## config.mk

```make
export PLATFORM = sky130hd
export DESIGN_NAME = naive_wb_dma_flat
export DESIGN_NICKNAME = d
export VERILOG_FILES = /design/src/rtl/naive_wb_dma_pkg.sv /design/src/rtl/naive_wb_dma_if.sv /design/src/rtl/naive_wb_dma_word_serializer.sv /design/src/rtl/naive_wb_dma.sv /design/src/flat_wrapper.sv
export SDC_FILE = /design/constraint.sdc
export NUM_CORES = 1
export LEC_CHECK = 0
export CAP_MARGIN = 20
export CORE_AREA = 5 5 106 98
export DETAILED_ROUTE_END_ITERATION = 10
export DIE_AREA = 0 0 111 103
export DONT_BUFFER_PORTS = 1
export HOLD_SLACK_MARGIN = 0.1
export PLACE_DENSITY_LB_ADDON = 0.08
export REMOVE_ABC_BUFFERS = 1
export SETUP_SLACK_MARGIN = 0.5
export SLEW_MARGIN = 20
export SYNTH_ARGS = -nofsm -noshare
export SYNTH_HDL_FRONTEND = slang
export SYNTH_SLANG_ARGS = --single-unit
```

## constraint.sdc

```tcl
create_clock -name clk -period 4.9 [get_ports clk]
set_input_delay 0.49 -clock clk [delete_from_list [all_inputs] [get_ports clk]]
set_output_delay 0.49 -clock clk [all_outputs]
set_load 0.05 [all_outputs]
```

## src/rtl/naive_wb_dma_pkg.sv

```systemverilog
// Shared definitions for the DMA load/write-back paths: FSM state encoding
// and helpers that derive byte counts from word and bus widths.
package naive_wb_dma_pkg;

  localparam logic [1:0] ST_IDLE  = 2'd0;
  localparam logic [1:0] ST_FETCH = 2'd1;
  localparam logic [1:0] ST_WRITE = 2'd2;
  localparam logic [1:0] ST_DONE  = 2'd3;

  // Number of bus beats needed to move one word.
  function automatic int bytes_per_word(input int word_width, input int bus_width);
    return word_width / bus_width;
  endfunction

  // Counter width able to hold 0..n-1, never narrower than one bit.
  function automatic int cnt_width(input int n);
    return (n > 1) ? $clog2(n) : 1;
  endfunction

endpackage

```

## src/rtl/naive_wb_dma_if.sv

```systemverilog
// Result-word handshake plus byte-wide memory write bus of the write-back DMA.
// result_*: a word transfers on every rising clk edge where result_valid and
// result_ready are both high; the source holds data/valid until then, and
// valid seen while ready is low is never consumed. mem_*: write-only bus,
// the memory accepts every cycle with mem_wr_en high, no back-pressure.
interface naive_wb_dma_if #(
  parameter int WORD_WIDTH     = 32,
  parameter int BUS_DATA_WIDTH = 8,
  parameter int BUS_ADDR_WIDTH = 32
);

  logic [WORD_WIDTH-1:0]     result_data;
  logic                      result_valid;
  logic                      result_ready;
  logic [BUS_DATA_WIDTH-1:0] mem_data_wr;
  logic [BUS_ADDR_WIDTH-1:0] mem_addr;
  logic                      mem_wr_en;

  modport master (
    input  result_data,
    input  result_valid,
    output result_ready,
    output mem_data_wr,
    output mem_addr,
    output mem_wr_en
  );

  modport slave (
    output result_data,
    output result_valid,
    input  result_ready,
    input  mem_data_wr,
    input  mem_addr,
    input  mem_wr_en
  );

endinterface

```

## src/rtl/naive_wb_dma_word_serializer.sv

```systemverilog
// Turns one result word into a big-endian stream of bus-width beats.
// byte_out is the registered beat currently on the bus; byte_cnt is its index.
module naive_wb_dma_word_serializer
  import naive_wb_dma_pkg::*;
#(
  parameter int WORD_WIDTH     = 32,
  parameter int BUS_DATA_WIDTH = 8
) (
  input  logic                      clk,
  input  logic                      rst,
  input  logic                      load,
  input  logic                      emit,
  input  logic                      clear,
  input  logic [WORD_WIDTH-1:0]     word_in,
  output logic [BUS_DATA_WIDTH-1:0] byte_out,
  output logic                      last_byte,
  output logic                      last_byte_next
);

  localparam int BYTES = bytes_per_word(WORD_WIDTH, BUS_DATA_WIDTH);
  localparam int CNT_W = cnt_width(BYTES);

  logic [WORD_WIDTH-1:0] shift_reg;
  logic [CNT_W-1:0]      byte_cnt;

  // shift_reg always holds the not-yet-emitted bytes, MSB-aligned, so the
  // next beat is its top slice and byte_out holds when nothing is emitted.
  always_ff @(posedge clk) begin
    if (rst) begin
      shift_reg <= '0;
      byte_out  <= '0;
      byte_cnt  <= '0;
    end else if (load) begin
      byte_out  <= word_in[WORD_WIDTH-1 -: BUS_DATA_WIDTH];
      shift_reg <= word_in << BUS_DATA_WIDTH;
      byte_cnt  <= '0;
    end else if (emit) begin
      byte_out  <= shift_reg[WORD_WIDTH-1 -: BUS_DATA_WIDTH];
      shift_reg <= shift_reg << BUS_DATA_WIDTH;
      byte_cnt  <= byte_cnt + CNT_W'(1);
    end else if (clear) begin
      byte_cnt  <= '0;
    end
  end

  assign last_byte = (byte_cnt == CNT_W'(BYTES - 1));

  // Whether the beat on the bus next cycle is the final one of its word.
  always_comb begin
    if (load) begin
      last_byte_next = (BYTES == 1);
    end else if (emit) begin
      last_byte_next = (byte_cnt == CNT_W'(BYTES - 2));
    end else if (clear) begin
      last_byte_next = (BYTES == 1);
    end else begin
      last_byte_next = last_byte;
    end
  end

endmodule

```

## src/rtl/naive_wb_dma.sv

```systemverilog
// Write-back DMA: accepts NUM_WORDS result words and writes them MSB-byte
// first to consecutive byte addresses, then holds done until enable drops.
module naive_wb_dma
  import naive_wb_dma_pkg::*;
#(
  parameter int WORD_WIDTH     = 32,
  parameter int BUS_DATA_WIDTH = 8,
  parameter int BUS_ADDR_WIDTH = 32,
  parameter int NUM_WORDS      = 4,
  parameter int NUM_WORDS_BIT  = 2
) (
  input  logic                      clk,
  input  logic                      rst,
  input  logic                      en_wb_dma,
  input  logic [BUS_ADDR_WIDTH-1:0] wb_base_address,
  output logic                      done_wb_dma,
  output logic                      busy_wb_dma,
  output logic [1:0]                state_dbg,
  naive_wb_dma_if.master            bus
);

  logic [1:0]                state;
  logic [1:0]                state_nxt;
  logic [NUM_WORDS_BIT-1:0]  word_cnt;
  logic [NUM_WORDS_BIT-1:0]  word_cnt_nxt;
  logic [BUS_ADDR_WIDTH-1:0] addr_reg;
  logic                      accept;
  logic                      last_word;
  logic                      load;
  logic                      emit;
  logic                      clear;
  logic                      word_done;
  logic                      write_nxt;
  logic                      ready_nxt;
  logic                      last_byte;
  logic                      last_byte_next;
  logic [BUS_DATA_WIDTH-1:0] byte_out;

  assign accept    = bus.result_valid && bus.result_ready;
  assign last_word = (word_cnt == NUM_WORDS_BIT'(NUM_WORDS - 1));
  assign state_dbg = state;

  naive_wb_dma_word_serializer #(
    .WORD_WIDTH     (WORD_WIDTH),
    .BUS_DATA_WIDTH (BUS_DATA_WIDTH)
  ) u_serializer (
    .clk            (clk),
    .rst            (rst),
    .load           (load),
    .emit           (emit),
    .clear          (clear),
    .word_in        (bus.result_data),
    .byte_out       (byte_out),
    .last_byte      (last_byte),
    .last_byte_next (last_byte_next)
  );

  // Dropping enable wins over everything else in FETCH and WRITE.
  always_comb begin
    state_nxt = state;
    load      = 1'b0;
    emit      = 1'b0;
    clear     = 1'b0;
    word_done = 1'b0;
    case (state)
      ST_IDLE: begin
        if (en_wb_dma) state_nxt = ST_FETCH;
      end
      ST_FETCH: begin
        if (!en_wb_dma) begin
          state_nxt = ST_IDLE;
          clear     = 1'b1;
        end else if (accept) begin
          state_nxt = ST_WRITE;
          load      = 1'b1;
        end
      end
      ST_WRITE: begin
        if (!en_wb_dma) begin
          state_nxt = ST_IDLE;
          clear     = 1'b1;
        end else if (!last_byte) begin
          emit = 1'b1;
        end else begin
          word_done = 1'b1;
          if (last_word) begin
            state_nxt = ST_DONE;
          end else if (accept) begin
            load = 1'b1;
          end else begin
            state_nxt = ST_FETCH;
          end
        end
      end
      ST_DONE: begin
        if (!en_wb_dma) state_nxt = ST_IDLE;
      end
      default: state_nxt = ST_IDLE;
    endcase
  end

  always_comb begin
    word_cnt_nxt = word_cnt;
    if (clear) begin
      word_cnt_nxt = '0;
    end else if (word_done) begin
      word_cnt_nxt = last_word ? '0 : word_cnt + NUM_WORDS_BIT'(1);
    end
  end

  // Outputs are registered from next-cycle values so they line up with state.
  // Ready is also offered during the last beat of any word but the final one,
  // which lets back-to-back words stream without a bubble.
  assign write_nxt = (state_nxt == ST_WRITE);
  assign ready_nxt = (state_nxt == ST_FETCH) ||
                     (write_nxt && last_byte_next &&
                      (word_cnt_nxt != NUM_WORDS_BIT'(NUM_WORDS - 1)));

  always_ff @(posedge clk) begin
    if (rst) begin
      state            <= ST_IDLE;
      word_cnt         <= '0;
      addr_reg         <= '0;
      bus.mem_addr     <= '0;
      bus.mem_wr_en    <= 1'b0;
      bus.result_ready <= 1'b0;
      busy_wb_dma      <= 1'b0;
      done_wb_dma      <= 1'b0;
    end else begin
      state            <= state_nxt;
      word_cnt         <= word_cnt_nxt;
      bus.mem_wr_en    <= write_nxt;
      bus.result_ready <= ready_nxt;
      busy_wb_dma      <= (state_nxt == ST_FETCH) || write_nxt;
      done_wb_dma      <= (state_nxt == ST_DONE);
      // addr_reg is the address of the next beat; it wraps silently.
      if (state == ST_IDLE && en_wb_dma) begin
        addr_reg <= wb_base_address;
      end else if (write_nxt) begin
        bus.mem_addr <= addr_reg;
        addr_reg     <= addr_reg + BUS_ADDR_WIDTH'(1);
      end
    end
  end

  assign bus.mem_data_wr = byte_out;

endmodule

```

## src/flat_wrapper.sv

```systemverilog
// flat-port wrapper written by rule: the top's interface ports become plain ports
module naive_wb_dma_flat import naive_wb_dma_pkg::*;
#(
  parameter int WORD_WIDTH     = 32,
  parameter int BUS_DATA_WIDTH = 8,
  parameter int BUS_ADDR_WIDTH = 32,
  parameter int NUM_WORDS      = 4,
  parameter int NUM_WORDS_BIT  = 2
)
  (clk, rst, en_wb_dma, wb_base_address, done_wb_dma, busy_wb_dma, state_dbg, bus_result_data, bus_result_valid, bus_result_ready, bus_mem_data_wr, bus_mem_addr, bus_mem_wr_en);
  naive_wb_dma_if #(.WORD_WIDTH(WORD_WIDTH), .BUS_DATA_WIDTH(BUS_DATA_WIDTH), .BUS_ADDR_WIDTH(BUS_ADDR_WIDTH)) bus_i ();
  input  logic clk;
  input  logic rst;
  input  logic en_wb_dma;
  input  logic [BUS_ADDR_WIDTH-1:0] wb_base_address;
  output logic done_wb_dma;
  output logic busy_wb_dma;
  output logic [1:0] state_dbg;
  input wire logic [$bits(bus_i.result_data)-1:0] bus_result_data;
  input wire logic [$bits(bus_i.result_valid)-1:0] bus_result_valid;
  output wire logic [$bits(bus_i.result_ready)-1:0] bus_result_ready;
  output wire logic [$bits(bus_i.mem_data_wr)-1:0] bus_mem_data_wr;
  output wire logic [$bits(bus_i.mem_addr)-1:0] bus_mem_addr;
  output wire logic [$bits(bus_i.mem_wr_en)-1:0] bus_mem_wr_en;
  assign bus_i.result_data = bus_result_data;
  assign bus_i.result_valid = bus_result_valid;
  assign bus_result_ready = bus_i.result_ready;
  assign bus_mem_data_wr = bus_i.mem_data_wr;
  assign bus_mem_addr = bus_i.mem_addr;
  assign bus_mem_wr_en = bus_i.mem_wr_en;
  naive_wb_dma #(.WORD_WIDTH(WORD_WIDTH), .BUS_DATA_WIDTH(BUS_DATA_WIDTH), .BUS_ADDR_WIDTH(BUS_ADDR_WIDTH), .NUM_WORDS(NUM_WORDS), .NUM_WORDS_BIT(NUM_WORDS_BIT)) u_core (.clk(clk), .rst(rst), .en_wb_dma(en_wb_dma), .wb_base_address(wb_base_address), .done_wb_dma(done_wb_dma), .busy_wb_dma(busy_wb_dma), .state_dbg(state_dbg), .bus(bus_i));
endmodule
```

Word-level counts from Yosys, hierarchy flattened:

Cells that the tools add are included.

* muxes and demuxes: 37
* equality and inequality tests: 10
* reduce and logical (&&, ||, !) cells: 13
* add/subtract/negate cells: 3
* bitwise gates (word level): 1

Operators by type and width (count)
* 32-bit 2-to-1 mux: 4
* 32-bit by 1-bit adder with 32-bit output (second input constant): 1
* 2-bit 2-to-1 mux: 13
* 1-bit 2-to-1 mux: 16
* 8-bit 2-to-1 mux: 2
* 2-bit == test (second input constant): 7
* 2-bit one-hot mux with 4 select lines: 1
* 2-bit nonzero test: 3
* 2-bit by 1-bit adder with 2-bit output (second input constant): 2
* 2-bit by 1-bit == test with 1-bit output (second input constant): 2
* 1-bit logical AND: 4
* 2-bit OR reduction: 2
* 2-bit zero test: 1
* 1-bit logical OR: 2
* 2-bit != test (second input constant): 1
* 1-bit one-hot mux with 2 select lines: 1
* 2-bit AND reduction: 1
* 1-bit NOT: 1

* logic and storage cells: 75
* register bits after elaboration: 106
* output and inout port bits: 46

Logic depth before layout (Yosys ltp):

Gate-level depths: netlist of run 1.

* depth after elaboration: 10
* depth in mapped cells: 13
* gate-level depth less buffers: 12

Modules after synthesis:

A second synthesis of run 1 with hierarchy kept.

* cell total of the unflattened synthesis: 577
* area, all modules: 5023.6 um^2

By module, submodules not included
* naive_wb_dma: area an instance 3435.8 um^2, cells each 420, times used 1
* naive_wb_dma_word_serializer: area an instance 1587.8 um^2, cells each 157, times used 1

Worst setup path after synthesis of run 1:

OpenSTA, ideal clock, no wires.

* path type: register -> register
* from: register u_core.state[0], in the netlist u_core.state_dbg[0]
* to: register u_core.addr_reg[27]
* arrival time: 3043 ps
* cell stages (with the launch flop): 14
* buffers on the path: 1
* path slack: 1777 ps
* cell sequence: dfxtp_1 inv_1 ha_1 buf_2 and2_1 o21ai_0 a21oi_1 o21ai_0 ha_1 nand3_1 or2_4 nor4_2 xnor2_1 a211oi_2

* longest elaborated chain between the ends: 7
* elaborated cells between the ends (all ways): 17
* those cells by class: 4 x eq/ne; 10 x mux; 3 x reduce/logical

Ends and longest elaborated chain
* from (decl): line naive_wb_dma.sv:22 `logic [1:0] state;`
* from (signal assigned): line naive_wb_dma.sv:130 `state <= state_nxt;`
* 2-bit 2-to-1 mux: line naive_wb_dma.sv:88 `end else if (accept) begin`
* 2-bit 2-to-1 mux: line naive_wb_dma.sv:86 `if (last_word) begin`
* 2-bit 2-to-1 mux: line naive_wb_dma.sv:82 `end else if (!last_byte) begin`
* 2-bit 2-to-1 mux: line naive_wb_dma.sv:79 `if (!en_wb_dma) begin`
* 2-bit one-hot mux with 4 select lines *: line naive_wb_dma.sv:65 `case (state)`
* 2-bit == test *: line naive_wb_dma.sv:114 `assign write_nxt = (state_nxt == ST_WRITE);`
* via u_core.write_nxt: line naive_wb_dma.sv:33 `logic write_nxt;`
* 2-bit nonzero test (no source line) *
* to (signal assigned): line naive_wb_dma.sv:138 `addr_reg <= wb_base_address;`
* to (signal assigned): line naive_wb_dma.sv:141 `addr_reg <= addr_reg + BUS_ADDR_WIDTH'(1);`
* to (decl): line naive_wb_dma.sv:26 `logic [BUS_ADDR_WIDTH-1:0] addr_reg;`

Mark *: on every way through the listed nets, which the timed path passes. The rest lies on a longest branch.
A chain may end at the register's enable or synchronous reset.

Worst setup path after layout of run 1:

Ends and elaborated chain as after synthesis.

==> run_results.csv, run 1 <==
group,metric,value,unit
placed_design,hpwl,7.92,mm
floorplanning,row_count,34,
cts,cts.htree.levels,3,
job,cap_violations,0,
setup_path,regToRegStartpoint,"u_core.state_dbg[0]",
floorplanning,dieArea,0.0114,mm2
status,status,"completed",
hold_path,hold_start,"rst",
power_and_ir_drop,p_comb_share,5.0,%
placed_design,place.gp.congestion,0.804,
cells_and_area,nFillCells,873,
drt,ant_nets,0,
setup_path,crit_slowest_cell,"dfxtp_1",
floorplanning,core_area,0.00932,mm2
cts,tritoncts,"done",
global_routing,antenna_found_initial,0,
setup_path,worstSetupEndpointType,"flip-flop",
floorplanning,start_util,53.0,%
placed_design,port-buffer-count,0,
power_and_ir_drop,swShare,24.8,%
global_routing,grt_max_degree,108,
timing,tns,0,ns
synth,synthFlopType,"dfxtp_1",
setup_path,path_cells,"inv_1, ha_1, and2_1, o21ai_0, a21oi_1, o21ai_0, ha_1, nand3_1, or2_4, nor4_2, xnor2_1, a211oi_2",
power_and_ir_drop,clkPwrFrac,37.9,%
synth,synth_edf_count,0,
cts,clock_latency,0.38,ns
cts,cts.repair.resized,0,
hold_path,worst_hold_path_type,"primary input to flip-flop",
synth,synth_warnings,0,
timing,worst_pin_slew,0.926,ns
synth,synth_top_family_by_area,"simple AND/OR/NAND/NOR gates",
cells_and_area,num_antenna_cells,0,
drt,drt_first_iter_violations,308,
timing,setup_viol,0,
timing,slew_viol_final,0,
drt,vias,4067,
setup_path,path_max_fanout,15,
power_and_ir_drop,leakage,1.76,nW
timing,fin_crit_sh,78.6,%
cells_and_area,final_nets,659,
synth,synth_fa_ha_area_share,3.04,%
global_routing,grt_use_met3,7.16,%
timing,max-slew-margin-rel,38.2,%
power_and_ir_drop,total_power,0.00164,W
cts,cts_root_buf,"clkbuf_8",
setup_path,worst-r2r-setup-slack,1.05,ns
power_and_ir_drop,ir_drop,178,uV
cts,clk_pin_slew,0.10,ns
setup_path,crit_start,"u_core.state_dbg[0]",
cts,cts_setup_buffers,0,
synth,synth_cells,606,
drt,wl_per_cell,16.6,um
synth,synth_xor_area_share,4.61,%
global_routing,grt_pass1_vias,3800,
setup_path,reg2regPathDepth,12,
timing,timing.hold.ws,0.180,ns
synth,ys_ff_latch,106,
floorplanning,die_x,111,um
global_routing,grt.met2_usage,30.9,%
cts,clock_tree.buffer_depth,2,
synth,synthMuxAreaShare,0.633,%
synth,netlist.area_leader.share,42.9,%
floorplanning,pin_count,114,
synth,synth_cell_types,51,
global_routing,grt_util_all_layers,20.3,%
cells_and_area,mostFrequentLayoutCell,"nand2_1",
power_and_ir_drop,p_switching,0.000406,W
cts,cts_buffers,9,
global_routing,grt.overflow.total,0,
synth,synth_compound_area_share,17.5,%
setup_path,max_stage_delay,0.72,ns
setup_path,reg2reg_to,"u_core.addr_reg[27]",
setup_path,worstSetupStartpointType,"flip-flop",
global_routing,grt_pass1_wl,19.2,mm
setup_path,critPathKind,"flip-flop to flip-flop",
power_and_ir_drop,intPower,0.00123,W
cells_and_area,layout-drive-gt1-share,7.02,%
timing,rsz0062_at_grt,"false",
global_routing,use_met1,27.8,%
setup_path,required,5.20,ns
power_and_ir_drop,power.density,315,mW/mm2
cells_and_area,final_cell_mix,"nand2_1 (137), dfxtp_1 (106), nor2_1 (61)",
power_and_ir_drop,sequentialPowerShare,57.1,%
drt,via_per_inst,5.73,
synth,netlist_top_cells_area,"dfxtp_1 (43%), nand2_1 (10%), a21oi_1 (5.1%)",
drt,drc,0,
timing,clock.fmax,260,MHz
synth,ys_seq_area_share,42.9,%
setup_path,endpoint,"u_core.addr_reg[27]",
synth,synth-async-reset-ratio,0,%
drt,routed_wl,11.8,mm
drt,first_pass_iters,4,
global_routing,grt.busiest_layer,"met2",
cts,clock_sinks,106,
timing,hold_viol_final,0,
cts,hold_buffers,0,
synth,synth_simple_gate_area_share,27.2,%
setup_path,arrival,4.15,ns
floorplanning,die_y,103,um
synth,syn_area,0.00494,mm2
synth,yosysTopAreaCell,"dfxtp_1",
timing,period_minus_slack,3.85,ns
timing,skew,0.0117,ns
cells_and_area,syn_to_final_growth,5.42,%
synth,syn_area_per_cell,8.16,um2
## area by class of cell
class	count	area, um2	share of cell area, %
tap	126	158	3.03
sequential	106	2120	40.7
clock buffer	10	138	2.64
timing repair buffer	6	45.0	0.865
multi-input combinational	448	2620	50.3
clock inverter	6	95.1	1.83
inverter	8	30.0	0.576
## synthesized netlist by cell type, drive strengths merged, types with 2 or more instances
master and count:
nand2 138, dfxtp 106, nor2 61, a21oi 50
clkbuf 36, a211oi 29, a311oi 22, nand3 22
xor2 16, ha 12, nand4 11, xnor2 10
and4 8, buf 8, inv 8, o21ai 8
nor4 7, and3 6, a21o 5, a31oi 5
and2 5, nor3 4, nor3b 4, nand2b 3
or3 3, a22oi 2, mux2i 2, nor2b 2
o31a 2
## per-layer routing
metal	part of all wire, %	vias to the layer above
met1	48	1907
met4	1.4	0
li1	-	2052
met2	44	94
met5	0	-
met3	6.7	14
## metrics by stage
stage          std cells  setup WS [ns]  area [um2]  utilization (%)
6_report             710           1.05        5210             55.9
5_1_grt              710          0.670        5210             55.9
4_1_cts              710           1.06        5210             55.9
3_5_place_dp         694           1.09        4980             53.4
3_3_place_gp         694           1.28        4980             53.4
2_1_floorplan        562           1.56        4770                -
## worst max-delay path: cells and delay by family (launching register included)
family | cells | cell delay, ns
adders and majority gates | 2 | 0.92
DFF | 1 | 0.72
xor gates and xnor gates | 1 | 0.12
buffers and inverters | 1 | 0.21
and+or+nand+nor | 4 | 1.13
AOI/OAI and AO/OA | 4 | 0.67
## power groups by stage
stage | sequential (W) | clock, W | combinational [W]
final | 0.000937 | 0.000622 | 0.0000828
after global routing | 0.000942 | 0.000676 | 0.0000940
after CTS | 0.000936 | 0.000639 | 0.0000831
after detailed placement | 0.000956 | 0 | 0.0000825
after global placement | 0.000955 | 0 | 0.0000803
after floorplan | 0.000946 | 0 | 0.0000679
## cells by family (layout without fill, tap and decap cells)
group           count (synthesis)  after routing
simple gates                  278            278
buf+inv                        52             30
compound gates                129            129
xor+xnor                       26             26
mux                             3              3
flops                         106            106
fa+ha+maj                      12             12
## how the worst min path moves through the flow
stage	end	slack, ns	cells after the start
finish	u_core.word_cnt[1]	0.18	1
CTS	u_core.u_serializer.shift_reg[8]	0.16	1
floorplan	u_core.bus.mem_addr[25]	0.43	2
global route	u_core.word_cnt[1]	0.14	1
global placement	u_core.u_serializer.shift_reg[31]	0.45	2
detailed placement	u_core.u_serializer.shift_reg[31]	0.45	2
Note: power is estimated with default switching activity, not from simulation.
==> inputs of run 2 (changes only) <==
Clock period 4.9 ns to 3.66 ns, I/O delays scaled along.
==> run 2 against run 1 <==
Net effect:
- via count increased by 0.93%
- final area increased by 1.7%
- sequential cell count unchanged
- register-to-register slack got worse by 0.36 ns
- clock-buffer cell count decreased by 1
- clock skew decreased by 0.0051 ns
- largest power group unchanged
- highest routed layer unchanged
==> run_results.csv, run 2 (synthesis results as in run 1) <==
group,metric,value,unit
setup_path,worstSetupStartpointType,"flip-flop",
cts,clk_pin_slew,0.10,ns
hold_path,min_path_cells,2,
floorplanning,pin_count,114,
placed_design,port-buffer-count,0,
cells_and_area,final_cell_mix,"nand2_1 (136), dfxtp_1 (106), nor2_1 (60)",
timing,fin_crit_sh,81.2,%
setup_path,arrival,3.26,ns
cts,cts_setup_buffers,0,
timing,slew_viol_final,0,
setup_path,critPathTopFamily,"compound AO/OA/AOI/OAI gates",
hold_path,min_to,"u_core.u_serializer.shift_reg[8]",
setup_path,reg2regPathDepth,12,
setup_path,reg2reg_to,"u_core.addr_reg[7]",
timing,skew,0.00663,ns
timing,tns,0,ns
floorplanning,row_count,34,
setup_path,worstSetupEndpointType,"flip-flop",
timing,worst_pin_slew,0.925,ns
power_and_ir_drop,ir_drop,250,uV
floorplanning,core_area,0.00932,mm2
cells_and_area,final_nets,665,
placed_design,hpwl,7.72,mm
drt,routed_wl,11.6,mm
setup_path,worst-r2r-setup-slack,0.69,ns
timing,clock.fmax,336,MHz
timing,period_minus_slack,2.97,ns
job,cap_violations,0,
cts,cts_buffers,9,
timing,setup_viol,0,
power_and_ir_drop,power.density,414,mW/mm2
drt,drt-met1-wl,5.41,mm
timing,max-slew-margin-rel,38.3,%
cells_and_area,mostFrequentLayoutCell,"nand2_1",
drt,met2_length,5.28,mm
timing,timing.hold.ws,0.125,ns
setup_path,critPathKind,"flip-flop to flip-flop",
drt,top_layer_used,"met4",
status,status,"completed",
setup_path,path_cells,"ha_1, a21bo_2, a21o_1, a222oi_1, o22a_1, inv_1, ha_2, nand3_1, nor2_1, and3_2, xnor2_1, a211oi_1",
cells_and_area,syn_to_final_growth,7.24,%
global_routing,grt_pass1_wl,18.7,mm
drt,first_pass_iters,4,
drt,drc,0,
cells_and_area,num_antenna_cells,0,
cts,clock_latency,0.37,ns
global_routing,grt_pass1_vias,3748,
setup_path,regToRegStartpoint,"u_core.u_serializer.byte_cnt[1]",
setup_path,max_stage_delay,0.37,ns
cts,cts_root_buf,"clkbuf_8",
cts,cts.htree.levels,3,
global_routing,antenna_found_initial,0,
cts,clock_tree.buffer_depth,2,
floorplanning,dieArea,0.0114,mm2
setup_path,crit_slowest_cell,"dfxtp_1",
drt,wl_per_cell,16.2,um
drt,drt_first_iter_violations,345,
placed_design,place.gp.congestion,0.828,
cells_and_area,layout-drive-gt1-share,8.64,%
timing,hold_viol_final,0,
timing,timing.final.ws_setup,0.688,ns
hold_path,worst_hold_path_type,"primary input to flip-flop",
global_routing,grt_max_degree,107,
power_and_ir_drop,leakage,1.79,nW
hold_path,hold_start,"bus_result_data[0]",
drt,ant_nets,0,
drt,vias,4105,
floorplanning,die_y,103,um
setup_path,required,3.94,ns
cts,clock_sinks,106,
placed_design,pre_cts_ws,0.620,ns
floorplanning,start_util,53.0,%
drt,via_per_inst,5.73,
cts,tritoncts,"done",
global_routing,grt_util_all_layers,19.8,%
floorplanning,die_x,111,um
cells_and_area,nFillCells,884,
drt,dr_wl_met3,821,um
timing,rsz0062_at_grt,"true",
setup_path,critical_path_buf_inv_count,1,
global_routing,grt.overflow.total,0,
setup_path,path_max_fanout,8,
-- run 2: worst max path at each step --
stage | from | endpoint | slack (ns) | depth (start not counted)
3_3_place_gp | u_core.state_dbg[1] | u_core.addr_reg[8] | 0.72 | 12
2_1_floorplan | u_core.state_dbg[0] | u_core.addr_reg[27] | 0.32 | 12
3_5_place_dp | u_core.state_dbg[1] | u_core.bus.mem_addr[13] | 0.62 | 11
4_1_cts | u_core.state_dbg[1] | u_core.addr_reg[7] | 0.59 | 12
5_1_grt | u_core.state_dbg[1] | u_core.addr_reg[23] | 0.49 | 12
6_report | u_core.u_serializer.byte_cnt[1] | u_core.addr_reg[7] | 0.69 | 12
-- run 2: layout make-up --
type	count	area, um2	area share [%]
flip-flops and latches	106	2120	40.0
inverters	8	30.0	0.567
repair buffers	12	123	2.31
clock inverters	7	101	1.91
well taps	126	158	2.97
multi-input cells	448	2640	49.9
clock buffers	9	124	2.34
-- run 2: timing repair --
action | 4_1_cts | 5_1_grt
endpoints found under the hold margin | 106 | 0
hold buffers | 1 | 0
endpoints found under the setup margin | 0 | 40
resized for setup | 0 | 6
-- run 2: through the flow --
stage,util (%),power [W],instance area [um2],std cells
floorplan,-,0.00136,4770,562
global placement,54.0,0.00139,5030,699
detailed placement,54.0,0.00139,5030,699
CTS,56.7,0.00222,5280,716
global route,56.9,0.00229,5300,716
finish,56.9,0.00220,5300,716
-- run 2: metal layers --
metal  global-route usage, %  vias to the layer above
met5                       0                        -
met4                    3.79                        0
met3                    6.98                        8
met2                    31.4                      104
met1                    26.6                     1919
li1                        -                     2074
-- run 2: where the power goes --
group | switching (W) | internal [W]
clock network | 0.000417 | 0.000390
logic | 0.0000876 | 0.0000561
registers | 0.0000550 | 0.00119
total | 0.000560 | 0.00164
==> inputs of run 3 (changes only) <==
Clock period 3.66 ns to 2.6 ns, I/O delays scaled along.
==> run 3 against run 2 <==
Net effect:
- the run now ends with hold timing, setup timing left
- sequential cell count is the same
- register-to-register slack lost 0.71 ns
- clock skew grew 0.0042 ns
- first-iteration DRC count grew 2.9%
- wire length grew 7.6%
- die area is the same
- hold slack lost 0.15 ns
- global-route usage grew 1.0 points
- final area grew 10%
- sequential power grew 42%
- non-clock buffer count grew 30
- largest cell class unchanged
- largest power group unchanged
==> run_results.csv, run 3 (synthesis results as in run 1) <==
group,metric,value,unit
setup_path,critPathKind,"flip-flop to flip-flop",
timing,period_minus_slack,2.62,ns
setup_path,path_max_fanout,18,
setup_path,max_stage_delay,0.37,ns
global_routing,antenna_found_initial,0,
setup_path,critical_path_buf_inv_count,3,
floorplanning,pin_count,114,
setup_path,worst-r2r-setup-slack,-0.02,ns
placed_design,hpwl,7.91,mm
cells_and_area,final_util,62.8,%
setup_path,crit_slowest_cell,"dfxtp_2",
cts,cts.htree.levels,3,
timing,slew_viol_final,0,
cts,clk_pin_slew,0.11,ns
floorplanning,die_y,103,um
timing,fin_crit_sh,101,%
placed_design,dpl_cell_area,0.00520,mm2
drt,drt_first_iter_violations,355,
timing,timing.final.ws_setup,-0.0214,ns
cells_and_area,final_area,0.00585,mm2
cells_and_area,layout-drive-gt1-share,19.4,%
global_routing,grt.overflow.total,0,
timing,timing.hold.ws,-0.0213,ns
timing,worst_pin_slew,0.560,ns
placed_design,port-buffer-count,0,
drt,drc,0,
setup_path,arrival,2.88,ns
timing,rsz0062_at_grt,"true",
cts,tritoncts,"done",
cells_and_area,num_antenna_cells,0,
drt,routed_wl,12.5,mm
drt,ant_nets,0,
floorplanning,start_util,53.0,%
setup_path,reg2regPathDepth,12,
global_routing,grt_max_degree,108,
timing,setup_viol,18,
cells_and_area,mostFrequentLayoutCell,"nand2_1",
power_and_ir_drop,leakage,2.09,nW
setup_path,crit_start,"u_core.u_serializer.byte_cnt[0]",
hold_path,worst_hold_path_type,"primary input to flip-flop",
setup_path,endpoint,"u_core.bus.mem_addr[5]",
cells_and_area,final_nets,695,
floorplanning,core_area,0.00932,mm2
timing,skew,0.0108,ns
floorplanning,die_x,111,um
cts,hold_buffers,3,
setup_path,worstSetupStartpointType,"flip-flop",
status,violations,"hold timing, setup timing",
drt,first_pass_iters,4,
power_and_ir_drop,power.density,514,mW/mm2
power_and_ir_drop,ir_drop,316,uV
setup_path,path_cells,"ha_4, a21bo_2, a21o_1, a222oi_1, o22a_1, inv_2, ha_4, buf_6, and2_4, bufbuf_16, nand2_1, a21oi_1",
timing,clock.fmax,381,MHz
cts,clock_sinks,106,
setup_path,reg2reg_to,"u_core.bus.mem_addr[5]",
hold_path,hold_start,"rst",
timing,max-slew-margin-rel,62.6,%
status,status,"finished with violations",
cts,cts_buffers,9,
setup_path,worstSetupEndpointType,"flip-flop",
cells_and_area,final_cell_mix,"nand2_1 (129), dfxtp_1 (102), nor2_1 (57)",
setup_path,critPathTopFamily,"compound AO/OA/AOI/OAI gates",
global_routing,grt_util_all_layers,20.8,%
floorplanning,dieArea,0.0114,mm2
cts,clock_latency,0.36,ns
cts,clock_tree.buffer_depth,2,
drt,wl_per_cell,16.7,um
job,cap_violations,0,
global_routing,grt_pass1_wl,19.8,mm
setup_path,crit_cells,12,
setup_path,regToRegStartpoint,"u_core.u_serializer.byte_cnt[0]",
setup_path,required,2.86,ns
setup_path,cp_common_cell,"ha_4",
drt,vias,4255,
placed_design,place.gp.congestion,0.797,
floorplanning,row_count,34,
timing,hold_viol_final,9,
drt,via_per_inst,5.70,
global_routing,grt_pass1_vias,3931,
cells_and_area,syn_to_final_growth,18.5,%
cts,cts_root_buf,"clkbuf_8",
run 3: cell count changes in the layout (fill, tap and decap cells not counted), moves of 5 or more:
cell / change
buf_4: +17
nand2_1: -7
a211oi_2: +6
buf_6: +5
a211oi_1: -6
run 3: final cells by class:
cell class,instances,area [um2]
inverter,8,30.0
fill,821,3460
tap,126,158
sequential,106,2130
clock inverter,7,77.6
multi-input combinational,448,2880
clock buffer,9,124
timing repair buffer,42,458
run 3: what timing repair did:
item                                   in CTS  in global routing
buffers inserted                            5                  4
gates resized for setup                    36                 34
pin swaps                                  35                 19
setup endpoints to repair                  66                 90
gates cloned                                2                  0
endpoints found under the hold margin     106                104
run 3: how the worst min path moves through the flow:
stage	endpoint	slack, ns	depth (start not counted)
final	u_core.bus.mem_wr_en	-0.02	1
after global routing	u_core.u_serializer.shift_reg[15]	-0.07	1
after CTS	u_core.u_serializer.shift_reg[15]	-0.05	1
after detailed placement	u_core.word_cnt[0]	0.35	1
after global placement	u_core.u_serializer.shift_reg[9]	0.34	1
after floorplan	u_core.addr_reg[14]	0.32	1
run 3: routing by layer:
metal	up-vias	wire length, um	global-route usage [%]
met2	108	5780	32.4
met1	2011	5760	28.7
met4	0	163	5.40
met5	-	0	0
li1	2124	-	-
met3	12	754	5.93
run 3: where the power goes:
group          leakage (nW)  switching (W)  internal [W]
Sequential            0.864      0.0000834       0.00167
Clock                0.0938       0.000592      0.000454
Combinational          1.13       0.000111     0.0000950
run 3: stage by stage:
stage               setup slack [ns]  std cells  power, W   TNS, ns
global placement            -0.00757        717   0.00196  -0.00757
detailed placement            -0.113        717   0.00197    -0.385
CTS                            0.114        743   0.00303         0
finish                       -0.0214        746   0.00301    -0.157
floorplan                     -0.744        562   0.00191    -35.71
global route                  -0.163        746   0.00315     -3.09
